[src/rtl/sync_fifo_w2n.sv]
// Single-clock FIFO that accepts wide words and hands them out
// as RATIO narrow sub-words, MSB- or LSB-first.
module sync_fifo_w2n #(
   parameter int DIN_WIDTH   = 8,
   parameter int DOUT_WIDTH  = 4,
   parameter int WADDR_WIDTH = 4,
   parameter int FWFT_EN     = 1,
   parameter int MSB_FIFO    = 1
) (
   input  logic                   clk,
   input  logic                   rst,
   input  logic [DIN_WIDTH-1:0]   din,
   input  logic                   wr_en,
   output logic                   full,
   output logic                   almost_full,
   output logic [WADDR_WIDTH:0]   wr_count,
   output logic [DOUT_WIDTH-1:0]  dout,
   input  logic                   rd_en,
   output logic                   empty,
   output logic                   almost_empty,
   output logic [WADDR_WIDTH+$clog2(DIN_WIDTH/DOUT_WIDTH):0] rd_count
);

   localparam int RATIO = DIN_WIDTH / DOUT_WIDTH;
   localparam int SW    = $clog2(RATIO);
   localparam int DEPTH = 1 << WADDR_WIDTH;
   localparam int PW    = WADDR_WIDTH + 1;
   localparam int CW    = PW + SW;

   localparam logic [PW-1:0] DEPTH_P  = PW'(DEPTH);
   localparam logic [PW-1:0] DEPTH_M1 = PW'(DEPTH - 1);
   localparam logic [SW-1:0] SUB_LAST = SW'(RATIO - 1);
   localparam logic [CW-1:0] ONE_C    = CW'(1);

   logic [DIN_WIDTH-1:0] mem [DEPTH];

   logic [PW-1:0] wr_ptr;
   logic [PW-1:0] rd_ptr;
   logic [SW-1:0] sub;

   logic          wr_acc;
   logic          rd_acc;
   logic [PW-1:0] wr_ptr_n;
   logic [PW-1:0] rd_ptr_n;
   logic [PW-1:0] wcnt_n;
   logic [SW-1:0] sub_n;
   logic [CW-1:0] rcnt_n;

   function automatic logic [DOUT_WIDTH-1:0] sel(
      input logic [DIN_WIDTH-1:0] w,
      input logic [SW-1:0]        k
   );
      logic [DOUT_WIDTH-1:0] r;
      r = '0;
      for (int i = 0; i < RATIO; i++) begin
         if (k == SW'(i)) begin
            if (MSB_FIFO != 0)
               r = w[DIN_WIDTH-1-i*DOUT_WIDTH -: DOUT_WIDTH];
            else
               r = w[i*DOUT_WIDTH +: DOUT_WIDTH];
         end
      end
      return r;
   endfunction

   // Read side sees the write pointer one edge late, so a fresh
   // word becomes readable one cycle after it was stored.
   always_comb begin
      wr_acc   = wr_en && !full;
      rd_acc   = rd_en && !empty;
      wr_ptr_n = wr_ptr + PW'(wr_acc);
      sub_n    = sub + SW'(rd_acc);
      rd_ptr_n = rd_ptr + PW'(rd_acc && (sub == SUB_LAST));
      wcnt_n   = wr_ptr_n - rd_ptr_n;
      rcnt_n   = {wr_ptr - rd_ptr_n, {SW{1'b0}}} - CW'(sub_n);
   end

   always_ff @(posedge clk) begin
      if (wr_acc)
         mem[wr_ptr[WADDR_WIDTH-1:0]] <= din;
   end

   always_ff @(posedge clk) begin
      if (rst) begin
         wr_ptr       <= '0;
         rd_ptr       <= '0;
         sub          <= '0;
         full         <= 1'b0;
         almost_full  <= 1'b0;
         wr_count     <= '0;
         rd_count     <= '0;
         empty        <= 1'b1;
         almost_empty <= 1'b1;
         dout         <= '0;
      end else begin
         wr_ptr       <= wr_ptr_n;
         rd_ptr       <= rd_ptr_n;
         sub          <= sub_n;
         full         <= (wcnt_n == DEPTH_P);
         almost_full  <= (wcnt_n >= DEPTH_M1);
         wr_count     <= wcnt_n;
         rd_count     <= rcnt_n;
         empty        <= (rcnt_n == '0);
         almost_empty <= (rcnt_n <= ONE_C);
         if (FWFT_EN != 0) begin
            if (rcnt_n != '0)
               dout <= sel(mem[rd_ptr_n[WADDR_WIDTH-1:0]], sub_n);
         end else if (rd_acc) begin
            dout <= sel(mem[rd_ptr[WADDR_WIDTH-1:0]], sub);
         end
      end
   end

endmodule

[config.mk]
export PLATFORM = sky130hd
export DESIGN_NAME = sync_fifo_w2n
export DESIGN_NICKNAME = d
export VERILOG_FILES = /design/src/rtl/sync_fifo_w2n.sv
export SDC_FILE = /design/constraint.sdc
export NUM_CORES = 1
export LEC_CHECK = 0
export ABC_AREA = 1
export ABC_CLOCK_PERIOD_IN_PS = 7000
export BUFFER_PORTS_ARGS = -buffer_cell sky130_fd_sc_hd__buf_2
export CAP_MARGIN = 20
export CORE_MARGIN = 4
export CORE_UTILIZATION = 30
export DETAILED_ROUTE_END_ITERATION = 7
export PLACE_DENSITY = 0.47
export REMOVE_ABC_BUFFERS = 1
export SLEW_MARGIN = 5
export SYNTH_ARGS = -nofsm -noshare
export SYNTH_HDL_FRONTEND = slang
export SYNTH_SLANG_ARGS = --single-unit
[constraint.sdc]
create_clock -name clk -period 7 [get_ports clk]
set_input_delay 0.7 -clock clk [delete_from_list [all_inputs] [get_ports clk]]
set_output_delay 0.7 -clock clk [all_outputs]
set_load 0.01 [all_outputs]
# [After elaboration in Yosys (flattened, before gate mapping)]
# Memory sizes are Yosys's and may differ from the RTL's.
# Cells that the tools add are included.
[op_classes] n_addsub=6 n_lt_le_gt_ge=2 n_eq_ne=1 mux=3 reduce_logical=7
[op_table] operator="5-bit by 1-bit adder with 5-bit output" count=2
[op_table] operator="5-bit subtractor" count=2
[op_table] operator="6-bit by 1-bit less-or-equal comparator with 1-bit output, second input constant" count=1
[op_table] operator="6-bit logical NOT" count=1
[op_table] operator="6-bit nonzero test" count=1
[op_table] operator="6-bit by 1-bit subtractor with 6-bit output" count=1
[op_table] operator="5-bit == test, second input constant" count=1
[op_table] operator="5-bit by 4-bit greater-or-equal comparator with 1-bit output, second input constant" count=1
[op_table] operator="4-bit two-way mux" count=1
[op_table] operator="1-bit logical AND" count=3
[op_table] operator="1-bit logical NOT" count=2
[op_table] operator="1-bit two-way mux" count=2
[op_table] operator="1-bit adder" count=1
[word_totals] register_bits=30 ram_bits=128 in_bits=12 word_cells=30 memories=1
[memory_table] name="mem" words=16 width=8 rd=1 rd_ports_with_merged_regs=0 wr=1 line="35" source="logic [DIN_WIDTH-1:0] mem [DEPTH];"

# [Logic depth before layout (Yosys ltp)]
[logic_depth] word_depth=7 mapped_depth=22 mapped_depth_nobuf=22

# [Worst setup path after synthesis]
# Ideal clock, no wire load.
[synth_path] kind="in2reg" from="input rd_en" to="register almost_full" setup_ns=0.126 arrival_time_ns=2.813 required_ns=6.874 path_slack_ns=4.062 stages=13 n_path_buf=1 path_cell_list="inv_1 -> nor2_1 -> ha_1 -> ha_1 -> ha_1 -> inv_2 -> clkbuf_1 -> fa_1 -> nand4_1 -> nand3_1 -> or2_2 -> nand3_1 -> o31ai_1"
[synth_via] elab_chain_len=5
[synth_lines] element="from (decl)" line="18" source="input logic rd_en,"
[synth_lines] element="1-bit logical AND" line="70" source="rd_acc = rd_en && !empty;"
[synth_lines] element="1-bit logical AND" line="73" source="rd_ptr_n = rd_ptr + PW'(rd_acc && (sub == SUB_LAST));"
[synth_lines] element="5-bit by 1-bit adder with 5-bit output" line="73"
[synth_lines] element="via rd_ptr_n[1]" line="44" source="logic [PW-1:0] rd_ptr_n;"
[synth_lines] element="5-bit subtractor" line="74" source="wcnt_n = wr_ptr_n - rd_ptr_n;"
[synth_lines] element="5-bit by 4-bit greater-or-equal comparator with 1-bit output" line="100" source="almost_full <= (wcnt_n >= DEPTH_M1);"
[synth_lines] element="to (signal assigned)" line="100"
[synth_lines] element="to (decl)" line="15" source="output logic almost_full,"
# The timed path passes the listed nets, and every way through them passes these cells.
# A chain may end at the register's enable or synchronous reset.

# [Final worst setup path]
[layout_path] from="input rd_en" to="register dout[2]"
[layout_via] elab_chain_len=6
[layout_lines] element="1-bit logical AND *" line="70"
[layout_lines] element="1-bit logical AND *" line="73"
[layout_lines] element="5-bit by 1-bit adder with 5-bit output *" line="73"
[layout_lines] element="via rd_ptr_n[1]" line="44"
[layout_lines] element="5-bit subtractor" line="75" source="rcnt_n = {wr_ptr - rd_ptr_n, {SW{1'b0}}} - CW'(sub_n);"
[layout_lines] element="6-bit by 1-bit subtractor with 6-bit output" line="75"
[layout_lines] element="6-bit nonzero test" line="106" source="if (rcnt_n != '0)"
[layout_lines] element="to (signal assigned)" line="107" source="dout <= sel(mem[rd_ptr_n[WADDR_WIDTH-1:0]], sub_n);"
[layout_lines] element="to (signal assigned)" line="109" source="dout <= sel(mem[rd_ptr[WADDR_WIDTH-1:0]], sub);"
[layout_lines] element="to (decl)" line="17" source="output logic [DOUT_WIDTH-1:0] dout,"
# Mark *: on every way through the listed nets, which the timed path passes. The rest lies on a longest branch.

==> qor.yml <==
areaGrowthSynthToFinish_pct: 14.72
startpoint: "rd_en"
fillCellCount: 2199
finalInstanceArea_um2: 7771
drt-initial-drc-count: 372
die_h_um: 158.3
antenna_found_initial: 0
gp_congestion: 0.7974
grt_pass1_wl_um: 26050
r2r-start: "empty$_SDFF_PP1_"
final_common_cell: "edfxtp_1"
path_clk_slew_ps: 60
ant_nets: 0
yosys.area.top_type_share_pct: 56.74
cts_root_buf: "clkbuf_16"
layout_common_cells: "edfxtp_1, nor2_1, nand2_1, o21ai_0"
wire_per_inst_um: 17.76
place_area_um2: 7167
initial_core_util_pct: 30.75
synthTopCellsByArea: "edfxtp_1, dfxtp_1, nor2_1, o21ai_0, nand2_1"
clock_path_buffers: 2
coreArea_um2: 22030
maxSlewViolCount: 0
switching_power_mw: 0.6867
yosysTopAreaCell: "edfxtp_1"
status: "finished clean"
worstSetupEndpointType: "register"
finClkSkew_ps: 7.756
worstMarginPinSlew_ps: 1002
chipWidth_um: 158.3
yosysWarnings: 0
wl_met1_um: 7869
synth_seq_area_share_pct: 65.31
p_clk_share_pct: 39.4
ir_drop_mv: 0.1254
synth_xor_area_share_pct: 1.311
grt_pass1_vias: 4588
ctsResizeCount: 0
power.internal_mw: 1.712
fin_total_pwr_mw: 2.399
via_count: 4596
core.rowCount: 54
synthSimpleGateAreaFrac_pct: 17.57
synth-seq-cells: 157
multiInputGateArea_um2: 2039
cp.arrival_ps: 4040
hpwl_um: 10830
holdCritStartpoint: "dout[1]$_SDFFE_PP0N_"
wl_um: 16770
cts_setup_buffers: 0
first_pass_iters: 5
port_buffers: 30
clock-sinks: 157
rsz0062_at_grt: "no"
cellPowerDensity_nw_per_um2: 308.7
dr_wl_met3_um: 823
fin_setup_tns_ps: 0
period_needed_ps: 3687
syn_area_per_cell_um2: 10.82
cap_violations: 0
finalSetupViolCount: 0
netSwitchingFraction_pct: 28.63
start_kind: "input pin"
netlist_area_um2: 6774
p_leak_nw: 2.958
cp_data_required_time_ps: 7360
holdCritPathClass: "reg -> reg"
synth_top_family_by_area: "simple AND/OR/NAND/NOR gates"
globalRoute.totalOverflow: 0
synth.distinct_cells: 28
synth_compound_gate_area_share_pct: 8.312
pwr-share-comb_pct: 15.9
remaining_drc_errors: 0
hold_viol: 0
diodes: 0
cts_hold_buf: 0
wl_met2_um: 7835
crit_type: "in -> reg"
htree_num_levels: 4
path_max_fanout: 37
synthCells: 626
slew_headroom_pct: 32.94
grt_usage_pct: 13.92
max_freq_mhz: 271.3
top_layer: "met4"
grt_max_degree: 68
synth_fa_ha_area_share_pct: 2.881
fin_nets: 678
io_pins: 31
dieArea_um2: 25050
vias_per_cell: 4.869
seq_power_share_pct: 44.7
seq_area_um2: 4424
period_share_pct: 52.67
clk_latency_ps: 430
cts_buffers: 17
drive_above_1_share_pct: 13.40
muxShareOfSynthArea_pct: 0
cts_tree: "built"
==> state kept, by name, indices dropped and copies added, names as in the netlist <==
signal	count
almost_empty	1
almost_full	1
wr_ptr	5
mem	128
full	1
dout	4
wr_count	5
rd_ptr	5
empty	1
rd_count	6
==> final timing paths <==
| check | end | slack (ps) | cells past startpoint |
|---|---|---|---|
| worst max-delay path | dout[2]$_SDFFE_PP0N_ | 3310 | 21 |
| worst min-delay path | dout[1]$_SDFFE_PP0N_ | 570 | 4 |
| worst max register to register | dout[2]$_SDFFE_PP0N_ | 3370 | 19 |
| worst min register to register | dout[1]$_SDFFE_PP0N_ | 570 | 4 |
==> final cells by class <==
type,instances,share of cell area [%]
sequential,157,56.93
multi-input combinational,394,26.24
clock buffer,17,5.474
tap,280,4.508
inverter,48,2.318
clock inverter,15,2.302
timing repair buffer,33,2.222
==> power by group through the flow <==
stage          registers [mW]  logic, mW  clock network [mW]
4_1_cts                  1.07      0.387               0.965
6_report                 1.07      0.382               0.945
2_1_floorplan            1.10      0.234                   0
5_1_grt                  1.08      0.429                1.00
3_5_place_dp             1.09      0.385                   0
3_3_place_gp             1.09      0.383                   0
==> kinds of logic after synthesis <==
logic type                 after synthesis
xor gates and xnor gates                 8
DFF                                    157
buffers and inverters                   75
AOI/OAI and AO/OA                      104
and+or+nand+nor                        267
adders and majority gates               15
==> metrics by stage <==
stage          worst slack [ps]  util (%)  hold WS (ps)  std cells
3_5_place_dp               2883     32.54         562.2        912
4_1_cts                    3310     35.28         574.8        944
5_1_grt                    3101     35.28         622.6        944
2_1_floorplan              3109         -         554.4        599
3_3_place_gp               2905     32.54         564.0        912
6_report                   3313     35.28         571.3        944
==> critical path, cell delays in order <==
cell,delay [ps]
buf_2,100
inv_1,40
nor2_1,40
ha_1,210
ha_2,190
ha_1,260
buf_4,260
inv_2,560
nand2_2,140
inv_1,90
nor2_1,40
ha_1,340
inv_1,80
nand3_1,110
nand3_1,160
nand3_2,130
nor2_4,190
nand3_4,140
nand2_1,80
inv_1,40
nor2_1,110
==> metal layers <==
layer / global-route usage, % / up-vias
li1: - / 2231
met1: 18.52 / 2233
met2: 22.85 / 113
met3: 2.963 / 19
met4: 4.468 / 0
met5: 0 / -
==> Yosys cell counts (all sizes together) <==
master,number
edfxtp,128
nor2,113
nand2,91
o21ai,64
nand3,53
inv,48
o22ai,32
dfxtp,29
clkbuf,15
ha,14
buf,12
nand4,8
a21oi,7
xor2,5
xnor2,3
fa,1
nand3b,1
o31ai,1
or2,1
Note: power is estimated with default switching activity, not from simulation.
